### src/rtl/debouncer_pkg.sv
// Shared types and constants for the multi-channel debouncer.
// State encoding and filter-mode selectors used by every channel.
package debouncer_pkg;

  typedef enum logic [1:0] {
    STABLE_LO = 2'd0,
    WAIT_HI   = 2'd1,
    STABLE_HI = 2'd2,
    WAIT_LO   = 2'd3
  } db_state_e;

  localparam int MODE_EARLY   = 0;
  localparam int MODE_DELAYED = 1;

endpackage

### src/rtl/debouncer_channel.sv
// One debounced bit: 2-flop synchroniser, lockout/settle counter, FSM and
// registered edge pulses. MODE picks act-then-lockout or settle-then-act.
module debouncer_channel
  import debouncer_pkg::*;
#(
  parameter int TIMER       = 2_000_000,
  parameter int MODE        = MODE_EARLY,
  parameter int RESET_LEVEL = 0
) (
  input  logic clk,
  input  logic reset,
  input  logic noisy_i,
  output logic debounced_o,
  output logic rise_o,
  output logic fall_o,
  output logic busy_o
);

  localparam int CW = (TIMER > 2) ? $clog2(TIMER) : 1;
  typedef logic [CW-1:0] cnt_t;
  localparam cnt_t       LAST   = cnt_t'(TIMER - 1);
  localparam logic       RL     = (RESET_LEVEL != 0);
  localparam db_state_e  RST_ST = RL ? STABLE_HI : STABLE_LO;
  localparam logic       EARLY  = (MODE == MODE_EARLY);

  logic [1:0] sync_q;
  db_state_e  state_q;
  cnt_t       cnt_q;
  logic       deb_q, rise_q, fall_q;
  logic       s, done;

  assign s    = sync_q[1];
  assign done = (cnt_q == LAST);

  always_ff @(posedge clk or posedge reset) begin
    if (reset) sync_q <= {2{RL}};
    else       sync_q <= {sync_q[0], noisy_i};
  end

  // Pulses default low so each lasts exactly one cycle alongside the level change.
  always_ff @(posedge clk or posedge reset) begin
    if (reset) begin
      state_q <= RST_ST;
      cnt_q   <= '0;
      deb_q   <= RL;
      rise_q  <= 1'b0;
      fall_q  <= 1'b0;
    end else begin
      rise_q <= 1'b0;
      fall_q <= 1'b0;
      case (state_q)
        STABLE_LO: if (s) begin
          state_q <= WAIT_HI;
          cnt_q   <= '0;
          if (EARLY) begin
            deb_q  <= 1'b1;
            rise_q <= 1'b1;
          end
        end
        WAIT_HI: begin
          if (!EARLY && !s) begin
            state_q <= STABLE_LO;
            cnt_q   <= '0;
          end else if (done) begin
            state_q <= STABLE_HI;
            cnt_q   <= '0;
            if (!EARLY) begin
              deb_q  <= 1'b1;
              rise_q <= 1'b1;
            end
          end else begin
            cnt_q <= cnt_q + cnt_t'(1);
          end
        end
        STABLE_HI: if (!s) begin
          state_q <= WAIT_LO;
          cnt_q   <= '0;
          if (EARLY) begin
            deb_q  <= 1'b0;
            fall_q <= 1'b1;
          end
        end
        WAIT_LO: begin
          if (!EARLY && s) begin
            state_q <= STABLE_HI;
            cnt_q   <= '0;
          end else if (done) begin
            state_q <= STABLE_LO;
            cnt_q   <= '0;
            if (!EARLY) begin
              deb_q  <= 1'b0;
              fall_q <= 1'b1;
            end
          end else begin
            cnt_q <= cnt_q + cnt_t'(1);
          end
        end
        default: begin
          state_q <= RST_ST;
          cnt_q   <= '0;
        end
      endcase
    end
  end

  assign debounced_o = deb_q;
  assign rise_o      = rise_q;
  assign fall_o      = fall_q;
  assign busy_o      = (state_q == WAIT_HI) || (state_q == WAIT_LO);

endmodule

### src/rtl/debouncer_multi.sv
// CHANNELS independent debouncers on one clock; all share TIMER, MODE and
// RESET_LEVEL.
module debouncer_multi
  import debouncer_pkg::*;
#(
  parameter int CHANNELS    = 4,
  parameter int TIMER       = 2_000_000,
  parameter int MODE        = MODE_EARLY,
  parameter int RESET_LEVEL = 0
) (
  input  logic                clk,
  input  logic                reset,
  input  logic [CHANNELS-1:0] noisy_in,
  output logic [CHANNELS-1:0] debounced_out,
  output logic [CHANNELS-1:0] rise,
  output logic [CHANNELS-1:0] fall,
  output logic [CHANNELS-1:0] busy
);

  for (genvar ch = 0; ch < CHANNELS; ch++) begin : g_ch
    debouncer_channel #(
      .TIMER      (TIMER),
      .MODE       (MODE),
      .RESET_LEVEL(RESET_LEVEL)
    ) u_ch (
      .clk        (clk),
      .reset      (reset),
      .noisy_i    (noisy_in[ch]),
      .debounced_o(debounced_out[ch]),
      .rise_o     (rise[ch]),
      .fall_o     (fall[ch]),
      .busy_o     (busy[ch])
    );
  end

endmodule

### config.mk
export PLATFORM = sky130hd
export DESIGN_NAME = debouncer_multi
export DESIGN_NICKNAME = d
export VERILOG_FILES = /design/src/rtl/debouncer_pkg.sv /design/src/rtl/debouncer_channel.sv /design/src/rtl/debouncer_multi.sv
export SDC_FILE = /design/constraint.sdc
export NUM_CORES = 1
export LEC_CHECK = 0
export CAP_MARGIN = 25
export CORE_UTILIZATION = 50
export DETAILED_ROUTE_END_ITERATION = 8
export PLACE_DENSITY_LB_ADDON = 0.05
export SKIP_LAST_GASP = 1
export SLEW_MARGIN = 20
export SYNTH_ARGS = -nofsm -noshare
export SYNTH_HDL_FRONTEND = slang
export SYNTH_SLANG_ARGS = --single-unit
### constraint.sdc
create_clock -name clk -period 3.3 [get_ports clk]
set_input_delay 0.33 -clock clk [delete_from_list [all_inputs] [get_ports clk]]
set_output_delay 0.33 -clock clk [all_outputs]
set_load 0.01 [all_outputs]
==> qor.csv, run 1 <==
stage;metric;value;unit
synthesis;post_synth_instance_area;6010;um2
worst_hold_path;hold_path.class;reg -> reg;
timing;slew-limit-headroom;49.2;%
placed_design;place_congestion;0.860;
timing;tightest_slew;0.762;ns
grt;largest_net_degree_at_the_start_of_global_routing;73;
final_layout;final_cell_count_no_fill;772;
grt;track_usage;20.0;%
pwr;ir_drop;0.382;mV
grt;first_pass_grt_wire_length;20100;um
synthesis;synth-seq-area-share;46.7;%
timing;finalHoldWorstSlack;0.351;ns
worst_setup_path;crit_path_max_fanout;8;
worst_setup_path;regToRegSetupSlack;0.92;ns
final_layout;diodes;0;
placed_design;total_of_buffers_placed_on_input_and_output_ports;21;
final_layout;drive_gt1_share;6.52;%
timing;report.final.slew_viol_count;0;
final_layout;multi_input_area;2940;um2
clock_tree;cts_tree;built;
clock_tree;max-clock-path-buffers;2;
final_layout;register_area;2800;um2
synthesis;syn_inst;624;
clock_tree;cts_repair_resize_count;0;
clock_tree;clk_pin_slew;0.07;ns
die;fp.dieArea;12500;um2
clock_tree;post-cts-setup-buffers;0;
die;floorplan.initialDensity;51.9;%
worst_setup_path;arrival;2.05;ns
drt;first_pass_iters;7;
worst_setup_path;setup.worst_path.end_class;output pin;
drt;drt-vias-per-instance;5.77;
pwr;power.density_cell_area;671;nW/um2
clock_tree;clkLatencyLatePin;0.35;ns
final_layout;layout.nets;652;
worst_setup_path;setup.worst_path.class;reg -> out;
synthesis;syn-num-nets;650;
drt;wirelength;11500;um
clock_tree;post_cts_hold_fix_bufs;0;
synthesis;warnings_synthesis;0;
timing;fin_crit_sh;72.2;%
timing;hold_viol;0;
clock_tree;htreeDepth;3;
clock_tree;clock_sinks;112;
timing;unrepaired_setup_endpoints_after_global_routing;false;
clock_tree;numCtsBuffers;9;
timing;setup_viol_count_final;0;
timing;timing.setup.tns;0;ns
timing;final.min_clock_period;2.38;ns
worst_setup_path;worst-endpoint-required;2.97;ns
placed_design;post-dp-hpwl;7700;um
die;design.core.area;11600;um2
final_layout;fillerInstances;1019;
grt;grt_pass1_vias;4267;
worst_setup_path;type_of_element_launching_the_critical_path;register;
die;fp-row-count;39;
drt;drt_drc_violations_left;2;
final_layout;layout-area-overhead-vs-synth;8.44;%
drt;detailroute.via_count;4455;
final_layout;commonest_non_fill_non_tap_cell_in_the_layout;sky130_fd_sc_hd__dfrtp_1;
drt;first_drt_iteration_drcs;252;
die;dieHeight;112;um
run;maxCapViolCount;0;
timing;finClkSkew;0.00563;ns
synthesis;synth.ff_latch_count;112;
synthesis;async_reset_ff_share;100;%
die;floorplan.die.width;112;um
synthesis;synth-edff-count;0;
synthesis;netlist-cell-type-count;55;
timing;maximum_frequency_from_static_timing_analysis;420;MHz
status;run_status;finished, violations left;
status;violated_checks;DRC;
grt;initial_antenna_violation_count;0;
placed_design;dp.cells;758;
drt;detail-route-antenna-nets;0;
grt;grt_overflow_total;0;
final_layout;layout_common_cells;sky130_fd_sc_hd__dfrtp_1 (112), sky130_fd_sc_hd__nor2_1 (67), sky130_fd_sc_hd__nand2_1 (48);
synthesis;synth-main-ff-cell;sky130_fd_sc_hd__dfrtp_1;
synthesis;avgSynthCellArea;9.63;um2
drt;avgRoutedWirePerCell;14.8;um
clock_tree;cts_root_buf;sky130_fd_sc_hd__clkbuf_16;
pwr;p_leak;2.84;nW
die;ioPinCount;22;
[sequential cells by signal, summed over array words and instances (netlist names)]
name / count
g_ch.u_ch.cnt_q: 84
g_ch.u_ch.state_q: 8
g_ch.u_ch.sync_q: 8
g_ch.u_ch.debounced_o: 4
g_ch.u_ch.fall_o: 4
g_ch.u_ch.rise_o: 4
[synthesized netlist by cell type, types with 9 or more instances]
cell type,number,area (um2)
sky130_fd_sc_hd__dfrtp_1,112,2800
sky130_fd_sc_hd__nor2_1,67,251
sky130_fd_sc_hd__nand2_1,48,180
sky130_fd_sc_hd__o21ai_0,47,235
sky130_fd_sc_hd__nand3_1,44,220
sky130_fd_sc_hd__and3_1,25,156
sky130_fd_sc_hd__xnor2_1,22,193
sky130_fd_sc_hd__ha_1,20,250
sky130_fd_sc_hd__nor3_1,20,100
sky130_fd_sc_hd__buf_4,18,135
sky130_fd_sc_hd__inv_1,18,67.6
sky130_fd_sc_hd__a21oi_1,17,85.1
sky130_fd_sc_hd__a31oi_1,16,100
sky130_fd_sc_hd__xor2_1,16,140
sky130_fd_sc_hd__nand4_1,14,87.6
sky130_fd_sc_hd__clkbuf_1,12,45.0
sky130_fd_sc_hd__and2_1,11,68.8
sky130_fd_sc_hd__nor2b_1,9,56.3
[metrics by stage]
step | setup WS [ns] | area (um2) | utilization (%) | total power, mW
finish | 0.919 | 6510 | 56.3 | 4.37
global route | 0.667 | 6510 | 56.3 | 4.70
CTS | 0.924 | 6510 | 56.3 | 4.42
detailed placement | 0.956 | 6240 | 54.0 | 3.37
global placement | 1.07 | 6240 | 54.0 | 3.32
floorplan | 0.0110 | 6010 | - | 2.98
[path summary, 6_finish.rpt]
check                                        start                  endpoint  cells past startpoint
hold reg to reg             g_ch[0].u_ch.sync_q[0]    g_ch[0].u_ch.sync_q[1]                      0
setup reg to reg           g_ch[0].u_ch.state_q[0]    g_ch[0].u_ch.cnt_q[15]                      8
min in group asynchronous                    reset  g_ch[3].u_ch.debounced_o                      2
hold / removal              g_ch[0].u_ch.sync_q[0]    g_ch[0].u_ch.sync_q[1]                      0
max in group asynchronous                    reset     g_ch[0].u_ch.cnt_q[3]                      3
setup / recovery           g_ch[3].u_ch.state_q[1]                   busy[3]                      5
[worst max-delay path: stages (launching register included)]
cell	delay, ns
sky130_fd_sc_hd__dfrtp_1	0.37
sky130_fd_sc_hd__inv_1	0.09
sky130_fd_sc_hd__ha_1	0.18
sky130_fd_sc_hd__nor2_1	0.47
sky130_fd_sc_hd__inv_1	0.09
sky130_fd_sc_hd__clkdlybuf4s50_1	0.50
[report_power, final]
| part | switching, mW | internal (mW) |
|---|---|---|
| combinational | 1.07 | 0.614 |
| sequential | 0.127 | 1.53 |
| clock | 0.483 | 0.547 |
| total | 1.68 | 2.69 |
[metal layers]
layer	global-route usage, %	share of wire, %	up-vias
met5	0	0	-
met4	5.68	1.1	0
met3	5.01	2.7	12
met2	31.7	47	50
met1	27.3	49	2194
li1	-	-	2199
[cell families (layout without fill, tap and decap cells)]
kind of cell,count (synthesis),count (layout),synth area share [%]
AOI/OAI and AO/OA,114,114,11.9
adders and majority gates,20,20,4.17
and+or+nand+nor,274,274,24.8
muxes,14,14,2.52
buffers and inverters,52,57,4.46
xor gates and xnor gates,38,38,5.54
DFF,112,112,46.7
[cell type report]
cell class	count	share of cell area, %
multi-input cells	460	45.1
flip-flops and latches	112	43.0
clock buffers	12	3.94
repair buffers	25	3.88
well taps	143	2.75
inverters	18	1.08
clock inverters	2	0.250
(Power assumes the default switching activity.)
==> run 2, diff against run 1 <==
==> constraint.sdc (replaced) <==
create_clock -name clk -period 2.1 [get_ports clk]
set_input_delay 0.21 -clock clk [delete_from_list [all_inputs] [get_ports clk]]
set_output_delay 0.21 -clock clk [all_outputs]
set_load 0.01 [all_outputs]
==> qor.csv, run 2 (synthesized netlist as in run 1, its figures left out) <==
stage;metric;value;unit;change
timing;setup_viol_count_final;0;;unchanged
drt;first_drt_iteration_drcs;255;;+1.2%
final_layout;layout_common_cells;sky130_fd_sc_hd__dfrtp_1 (112), sky130_fd_sc_hd__nor2_1 (66), sky130_fd_sc_hd__nand2_1 (48);;
worst_setup_path;worst-endpoint-required;1.89;ns;-1.08 ns
pwr;power.density_cell_area;1120;nW/um2;+67%
worst_hold_path;hp_start;noisy_in[0];;
placed_design;place_congestion;0.806;;-6.3%
grt;grt_pass1_vias;4172;;-2.2%
worst_setup_path;type_of_element_launching_the_critical_path;register;;
timing;final.min_clock_period;2.00;ns;
timing;tightest_slew;0.460;ns;-0.303 ns
worst_setup_path;max_stage_delay;0.52;ns;+0.02 ns
timing;timing.setup.tns;0;ns;unchanged
grt;track_usage;20.0;%;about the same
drt;detailroute.via_count;4462;;+0.16%
final_layout;layout.nets;673;;+3.2%
final_layout;diodes;0;;unchanged
drt;detailed_routed_wire_length_on_met2;5510;um;+2.7%
timing;slew-limit-headroom;69.1;%;+20 points
die;design.core.area;11600;um2;unchanged
pwr;p_leak;2.97;nW;+4.5%
worst_setup_path;setup.worst_path.class;reg -> out;;
worst_setup_path;crit_chain;inv_1 -> ha_1 -> nor2_1 -> buf_4 -> inv_1 -> clkdlybuf4s50_1;;
worst_setup_path;critical_path.startpoint;g_ch[3].u_ch.state_q[1];;
grt;initial_antenna_violation_count;0;;unchanged
die;floorplan.die.width;112;um;unchanged
grt;first_pass_grt_wire_length;20000;um;-0.75%
drt;drt_drc_violations_left;2;;unchanged
worst_setup_path;setup.worst_path.end_class;output pin;;
drt;top_layer;met4;;
worst_setup_path;regToRegSetupSlack;0.12;ns;-0.80 ns
placed_design;total_of_buffers_placed_on_input_and_output_ports;21;;unchanged
placed_design;place_area;6370;um2;+2.1%
timing;maximum_frequency_from_static_timing_analysis;499;MHz;
worst_hold_path;min_path_cells;1;;+1
final_layout;postLayoutCellArea;6760;um2;+3.8%
clock_tree;max-clock-path-buffers;2;;unchanged
worst_setup_path;reg2reg_from;g_ch[2].u_ch.cnt_q[9];;
timing;finClkSkew;0.00897;ns;+0.00334 ns
final_layout;fillerInstances;979;;-3.9%
final_layout;layout-area-overhead-vs-synth;12.6;%;
clock_tree;clk_pin_slew;0.07;ns;about the same
run;maxCapViolCount;0;;unchanged
worst_setup_path;cpMaxStageDelayCell;sky130_fd_sc_hd__clkdlybuf4s50_1;;
final_layout;number_of_flip_flops_in_the_largest_register;84;;unchanged
final_layout;drive_gt1_share;9.97;%;+3.5 points
die;floorplan.initialDensity;51.9;%;unchanged
grt;largest_net_degree_at_the_start_of_global_routing;56;;-23%
drt;drt-vias-per-instance;5.61;;-2.7%
status;violated_checks;DRC;;
worst_hold_path;timing.hold.worst_endpoint;g_ch[0].u_ch.sync_q[0];;
placed_design;post-dp-hpwl;8060;um;+4.6%
drt;first_pass_iters;6;;-1
die;fp-row-count;39;;unchanged
drt;wirelength;11700;um;+2.0%
worst_setup_path;worstPathBufferInverterCount;4;;+1
worst_setup_path;critical_path.top_delay_family;buffers and inverters;;
clock_tree;numCtsBuffers;9;;unchanged
timing;report.final.slew_viol_count;0;;unchanged
timing;fin_crit_sh;95.4;%;
grt;grt_overflow_total;0;;unchanged
drt;detail-route-antenna-nets;0;;unchanged
final_layout;top_regs;g_ch.u_ch.cnt_q: 84 flops, g_ch.u_ch.state_q: 8 flops, g_ch.u_ch.sync_q: 8 flops;;
worst_setup_path;crit_path_max_fanout;6;;-2
clock_tree;cts_tree;built;;
clock_tree;htreeDepth;3;;unchanged
pwr;power;7.60;mW;+74%
clock_tree;clkLatencyLatePin;0.35;ns;about the same
status;run_status;finished, violations left;;
drt;avgRoutedWirePerCell;14.7;um;-0.96%
timing;finalHoldWorstSlack;0.290;ns;-0.0611 ns
drt;route.met3.wl;293;um;-5.2%
clock_tree;cts_root_buf;sky130_fd_sc_hd__clkbuf_16;;
worst_hold_path;hold_path.class;in -> reg;;
die;ioPinCount;22;;unchanged
drt;detail_route.wirelength.met1;5750;um;+1.5%
die;dieHeight;112;um;unchanged
timing;hold_viol;0;;unchanged
final_layout;registers.top_by_ff_count;g_ch.u_ch.cnt_q;;
pwr;ir_drop;0.625;mV;+64%
worst_setup_path;r2r_end;g_ch[2].u_ch.cnt_q[5];;
timing;unrepaired_setup_endpoints_after_global_routing;false;;
worst_setup_path;arrival;1.79;ns;-0.26 ns
clock_tree;clock_sinks;112;;unchanged
final_layout;commonest_non_fill_non_tap_cell_in_the_layout;sky130_fd_sc_hd__dfrtp_1;;
worst_setup_path;reg2reg_depth;5;;-3
die;fp.dieArea;12500;um2;unchanged
worst_setup_path;critical_path_most_common_cell;sky130_fd_sc_hd__inv_1;;
final_layout;layout.core_utilization;58.5;%;+2.2 points
==> run 2: through the flow <==
step | worst slack (ns) | instances
2_1_floorplan | 0.135 | 624
3_3_place_gp | 0.142 | 775
3_5_place_dp | 0.0854 | 775
4_1_cts | 0.0160 | 791
5_1_grt | 0.000827 | 795
6_report | 0.0965 | 795
==> run 2: area by class of cell <==
| class | count | area, um2 | share of cell area (%) |
|---|---|---|---|
| Clock buffer | 11 | 233 | 3.44 |
| Clock inverter | 5 | 105 | 1.55 |
| Inverter | 18 | 71.3 | 1.05 |
| Multi-Input combinational cell | 460 | 2950 | 43.6 |
| Sequential cell | 112 | 2800 | 41.4 |
| Tap cell | 143 | 179 | 2.65 |
| Timing Repair Buffer | 46 | 423 | 6.25 |
==> run 2: metal layers <==
layer | GRT usage [%] | up-vias
met5 | 0 | -
met4 | 5.41 | 0
met3 | 5.33 | 8
met2 | 32.1 | 49
met1 | 26.9 | 2162
li1 | - | 2243
==> run 2: report_power, final <==
group / internal, mW / total [mW] / switching [mW] / leakage (nW)
clock: 1.17 / 1.93 / 0.763 / 0.156
combinational: 1.28 / 3.06 / 1.79 / 1.31
sequential: 2.40 / 2.61 / 0.207 / 1.50
==> run 2: worst reg2reg max path: stages, from the launching register on <==
cell                      delay [ns]
sky130_fd_sc_hd__dfrtp_1        0.41
sky130_fd_sc_hd__or4b_4         0.56
sky130_fd_sc_hd__nor4b_4        0.26
sky130_fd_sc_hd__a31oi_2        0.21
sky130_fd_sc_hd__and3_1         0.22
sky130_fd_sc_hd__a211o_1        0.22
==> run 2: how the worst max path moves through the flow <==
stage                                    endpoint  cells past startpoint
final                                     busy[3]                      6
after global routing        g_ch[3].u_ch.cnt_q[8]                      6
after CTS                                 busy[0]                      5
after detailed placement  g_ch[2].u_ch.state_q[1]                      5
after global placement    g_ch[2].u_ch.state_q[1]                      5
after floorplan           g_ch[1].u_ch.state_q[1]                      5
==> run 2: what timing repair did <==
item	CTS	global route
setup endpoints to repair	1	18
buffers inserted	0	4
resized for setup	1	2
hold buffers	0	0
pin swaps	0	3
==> run 3, diff against run 2 <==
--- a/config.mk
+++ b/config.mk
@@ -6,6 +6,7 @@
 export NUM_CORES = 1
 export LEC_CHECK = 0
 export CAP_MARGIN = 25
+export CORE_ASPECT_RATIO = 2
 export CORE_UTILIZATION = 50
 export DETAILED_ROUTE_END_ITERATION = 8
 export PLACE_DENSITY_LB_ADDON = 0.05
==> qor.csv, run 3 (synthesized netlist as in run 1, its figures left out) <==
stage;metric;value;unit;change
grt;initial_antenna_violation_count;0;;unchanged
drt;first_pass_iters;4;;-2
timing;fin_crit_sh;96.9;%;+1.5 points
pwr;p_leak;2.98;nW;+0.28%
pwr;internal-power;4.71;mW;-2.6%
clock_tree;numCtsBuffers;9;;unchanged
die;floorplan.initialDensity;51.3;%;-0.61 points
final_layout;layout-area-overhead-vs-synth;12.4;%;
die;fp-row-count;56;;+44%
grt;grt_pass1_vias;4647;;+11%
pwr;comb_power_share;41.8;%;+1.5 points
timing;tightest_slew;0.488;ns;+0.0284 ns
drt;drt_drc_violations_left;0;;-2
timing;slew-limit-headroom;67.2;%;-1.9 points
die;fp.dieArea;12500;um2;+0.21%
final_layout;multi_input_area;2940;um2;-0.42%
clock_tree;cts_tree;built;;
clock_tree;post_cts_hold_fix_bufs;0;;unchanged
die;design.core.area;11700;um2;+1.2%
worst_setup_path;arrival;2.26;ns;+0.47 ns
final_layout;commonest_non_fill_non_tap_cell_in_the_layout;sky130_fd_sc_hd__dfrtp_1;;
worst_setup_path;setup.worst_path.class;reg -> reg;;
pwr;power.density_cell_area;1110;nW/um2;-0.84%
final_layout;final_cell_count_no_fill;799;;+0.50%
placed_design;place_congestion;0.832;;+3.3%
status;run_status;finished clean;;
timing;finClkSkew;0.00955;ns;+0.000579 ns
pwr;ir_drop;0.467;mV;-25%
pwr;clockPowerShare;23.7;%;-1.7 points
clock_tree;clk_pin_slew;0.08;ns;about the same
final_layout;layout_common_cells;sky130_fd_sc_hd__dfrtp_1 (112), sky130_fd_sc_hd__nor2_1 (67), sky130_fd_sc_hd__nand2_1 (48);;
final_layout;diodes;0;;unchanged
timing;report.final.slew_viol_count;0;;unchanged
die;floorplan.die.width;79.5;um;-29%
final_layout;register_area;2800;um2;unchanged
pwr;swShare;37.3;%;+1.1 points
grt;grt_overflow_total;0;;unchanged
grt;first_pass_grt_wire_length;21400;um;+6.8%
worst_hold_path;hold_path.class;in -> async;;
worst_setup_path;type_of_element_launching_the_critical_path;register;;
worst_setup_path;worst-endpoint-required;2.33;ns;+0.44 ns
clock_tree;htreeDepth;3;;unchanged
drt;drt-vias-per-instance;5.69;;+1.4%
grt;track_usage;21.6;%;+1.6 points
pwr;power;7.52;mW;-0.99%
pwr;power_frac_seq;34.5;%;+0.2 points
drt;wirelength;12300;um;+4.9%
pwr;p_switching;2.81;mW;+1.9%
drt;avgRoutedWirePerCell;15.3;um;+4.4%
final_layout;postLayoutCellArea;6750;um2;-0.15%
final_layout;registers.top_by_ff_count;g_ch.u_ch.cnt_q;;
placed_design;preCtsSetupSlack;0.0629;ns;-0.0225 ns
timing;final.min_clock_period;2.03;ns;+0.0309 ns
placed_design;dp.cells;782;;+0.90%
timing;hold_viol;0;;unchanged
final_layout;drive_gt1_share;10.4;%;+0.43 points
final_layout;fillerInstances;1004;;+2.6%
worst_setup_path;crit_path_max_fanout;5;;-1
clock_tree;clock_sinks;112;;unchanged
timing;maximum_frequency_from_static_timing_analysis;492;MHz;-1.5%
clock_tree;max-clock-path-buffers;2;;unchanged
run;maxCapViolCount;0;;unchanged
final_layout;number_of_flip_flops_in_the_largest_register;84;;unchanged
drt;first_drt_iteration_drcs;209;;-18%
drt;detail-route-antenna-nets;0;;unchanged
timing;setup_viol_count_final;0;;unchanged
placed_design;place_area;6420;um2;+0.82%
clock_tree;clkLatencyLatePin;0.35;ns;about the same
die;dieHeight;157;um;+41%
timing;finalHoldWorstSlack;0.108;ns;-0.183 ns
die;ioPinCount;22;;unchanged
final_layout;top_regs;g_ch.u_ch.cnt_q: 84 flops, g_ch.u_ch.state_q: 8 flops, g_ch.u_ch.sync_q: 8 flops;;
placed_design;total_of_buffers_placed_on_input_and_output_ports;21;;unchanged
drt;detailroute.via_count;4548;;+1.9%
placed_design;post-dp-hpwl;8710;um;+8.1%
clock_tree;cts_root_buf;sky130_fd_sc_hd__clkbuf_16;;
grt;largest_net_degree_at_the_start_of_global_routing;71;;+27%
timing;setup_slack;0.0656;ns;-0.0309 ns
final_layout;layout.nets;676;;+0.45%
worst_setup_path;setup.worst_path.end_class;register;;
==> run 3: cell count changes in the layout (fill, tap and decap cells not counted), moves of 2 or more <==
cell	previous run	this run
sky130_fd_sc_hd__clkbuf_1	2	0
sky130_fd_sc_hd__inv_6	0	2
sky130_fd_sc_hd__buf_4	23	25
sky130_fd_sc_hd__bufinv_16	3	1
==> run 3: final timing paths <==
path | start | endpoint | slack (ns) | depth (start not counted)
setup reg to reg | g_ch[2].u_ch.cnt_q[9] | g_ch[2].u_ch.cnt_q[5] | 0.07 | 5
max in group asynchronous | reset | g_ch[3].u_ch.cnt_q[9] | 1.43 | 3
min in group clk | noisy_in[1] | g_ch[1].u_ch.sync_q[0] | 0.29 | 1
hold reg to reg | g_ch[3].u_ch.sync_q[0] | g_ch[3].u_ch.sync_q[1] | 0.35 | 0
hold / removal | reset | g_ch[1].u_ch.cnt_q[13] | 0.11 | 2
setup / recovery | g_ch[2].u_ch.cnt_q[9] | g_ch[2].u_ch.cnt_q[5] | 0.07 | 5
==> run 3: cell type report <==
| cell class | instances | share of cell area [%] |
|---|---|---|
| Multi-Input combinational cell | 460 | 43.5 |
| Tap cell | 145 | 2.69 |
| Clock inverter | 5 | 0.945 |
| Timing Repair Buffer | 49 | 6.78 |
| Clock buffer | 10 | 3.54 |
| Sequential cell | 112 | 41.5 |
| Inverter | 18 | 1.06 |
==> run 3: per-stage QoR <==
| stage | utilization (%) | setup TNS, ns |
|---|---|---|
| 2_1_floorplan | - | 0 |
| 3_3_place_gp | 54.9 | 0 |
| 3_5_place_dp | 54.9 | 0 |
| 4_1_cts | 57.5 | 0 |
| 5_1_grt | 57.7 | -0.00211 |
| 6_report | 57.7 | 0 |
==> run 3: power by group through the flow <==
| stage | logic (mW) | clock network, mW | registers (mW) |
|---|---|---|---|
| after floorplan | 2.10 | 0 | 2.59 |
| after global placement | 3.03 | 0 | 2.62 |
| after detailed placement | 3.08 | 0 | 2.64 |
| after CTS | 3.09 | 1.83 | 2.60 |
| after global routing | 3.54 | 1.91 | 2.64 |
| final | 3.15 | 1.78 | 2.60 |
==> run 3: critical path, cell delays in order (launching register included) <==
cell and delay, ns:
sky130_fd_sc_hd__dfrtp_1 0.41, sky130_fd_sc_hd__or4b_4 0.55, sky130_fd_sc_hd__nor4b_4 0.27, sky130_fd_sc_hd__a31oi_2 0.21
sky130_fd_sc_hd__and3_1 0.25, sky130_fd_sc_hd__a211o_1 0.23
==> run 3: timing repair <==
| action | in CTS | in global routing |
|---|---|---|
| setup buffers | 0 | 2 |
| resized for setup | 0 | 1 |
| setup endpoints to repair | 0 | 16 |
==> run 3: layer usage <==
layer	share of wire, %	routed length [um]	GRT usage, %	up-vias
li1	-	-	-	2258
met1	43	5220	24.5	2252
met2	55	6730	40.5	27
met3	1.3	156	2.90	11
met4	1.3	160	6.67	0
met5	0	0	0	-
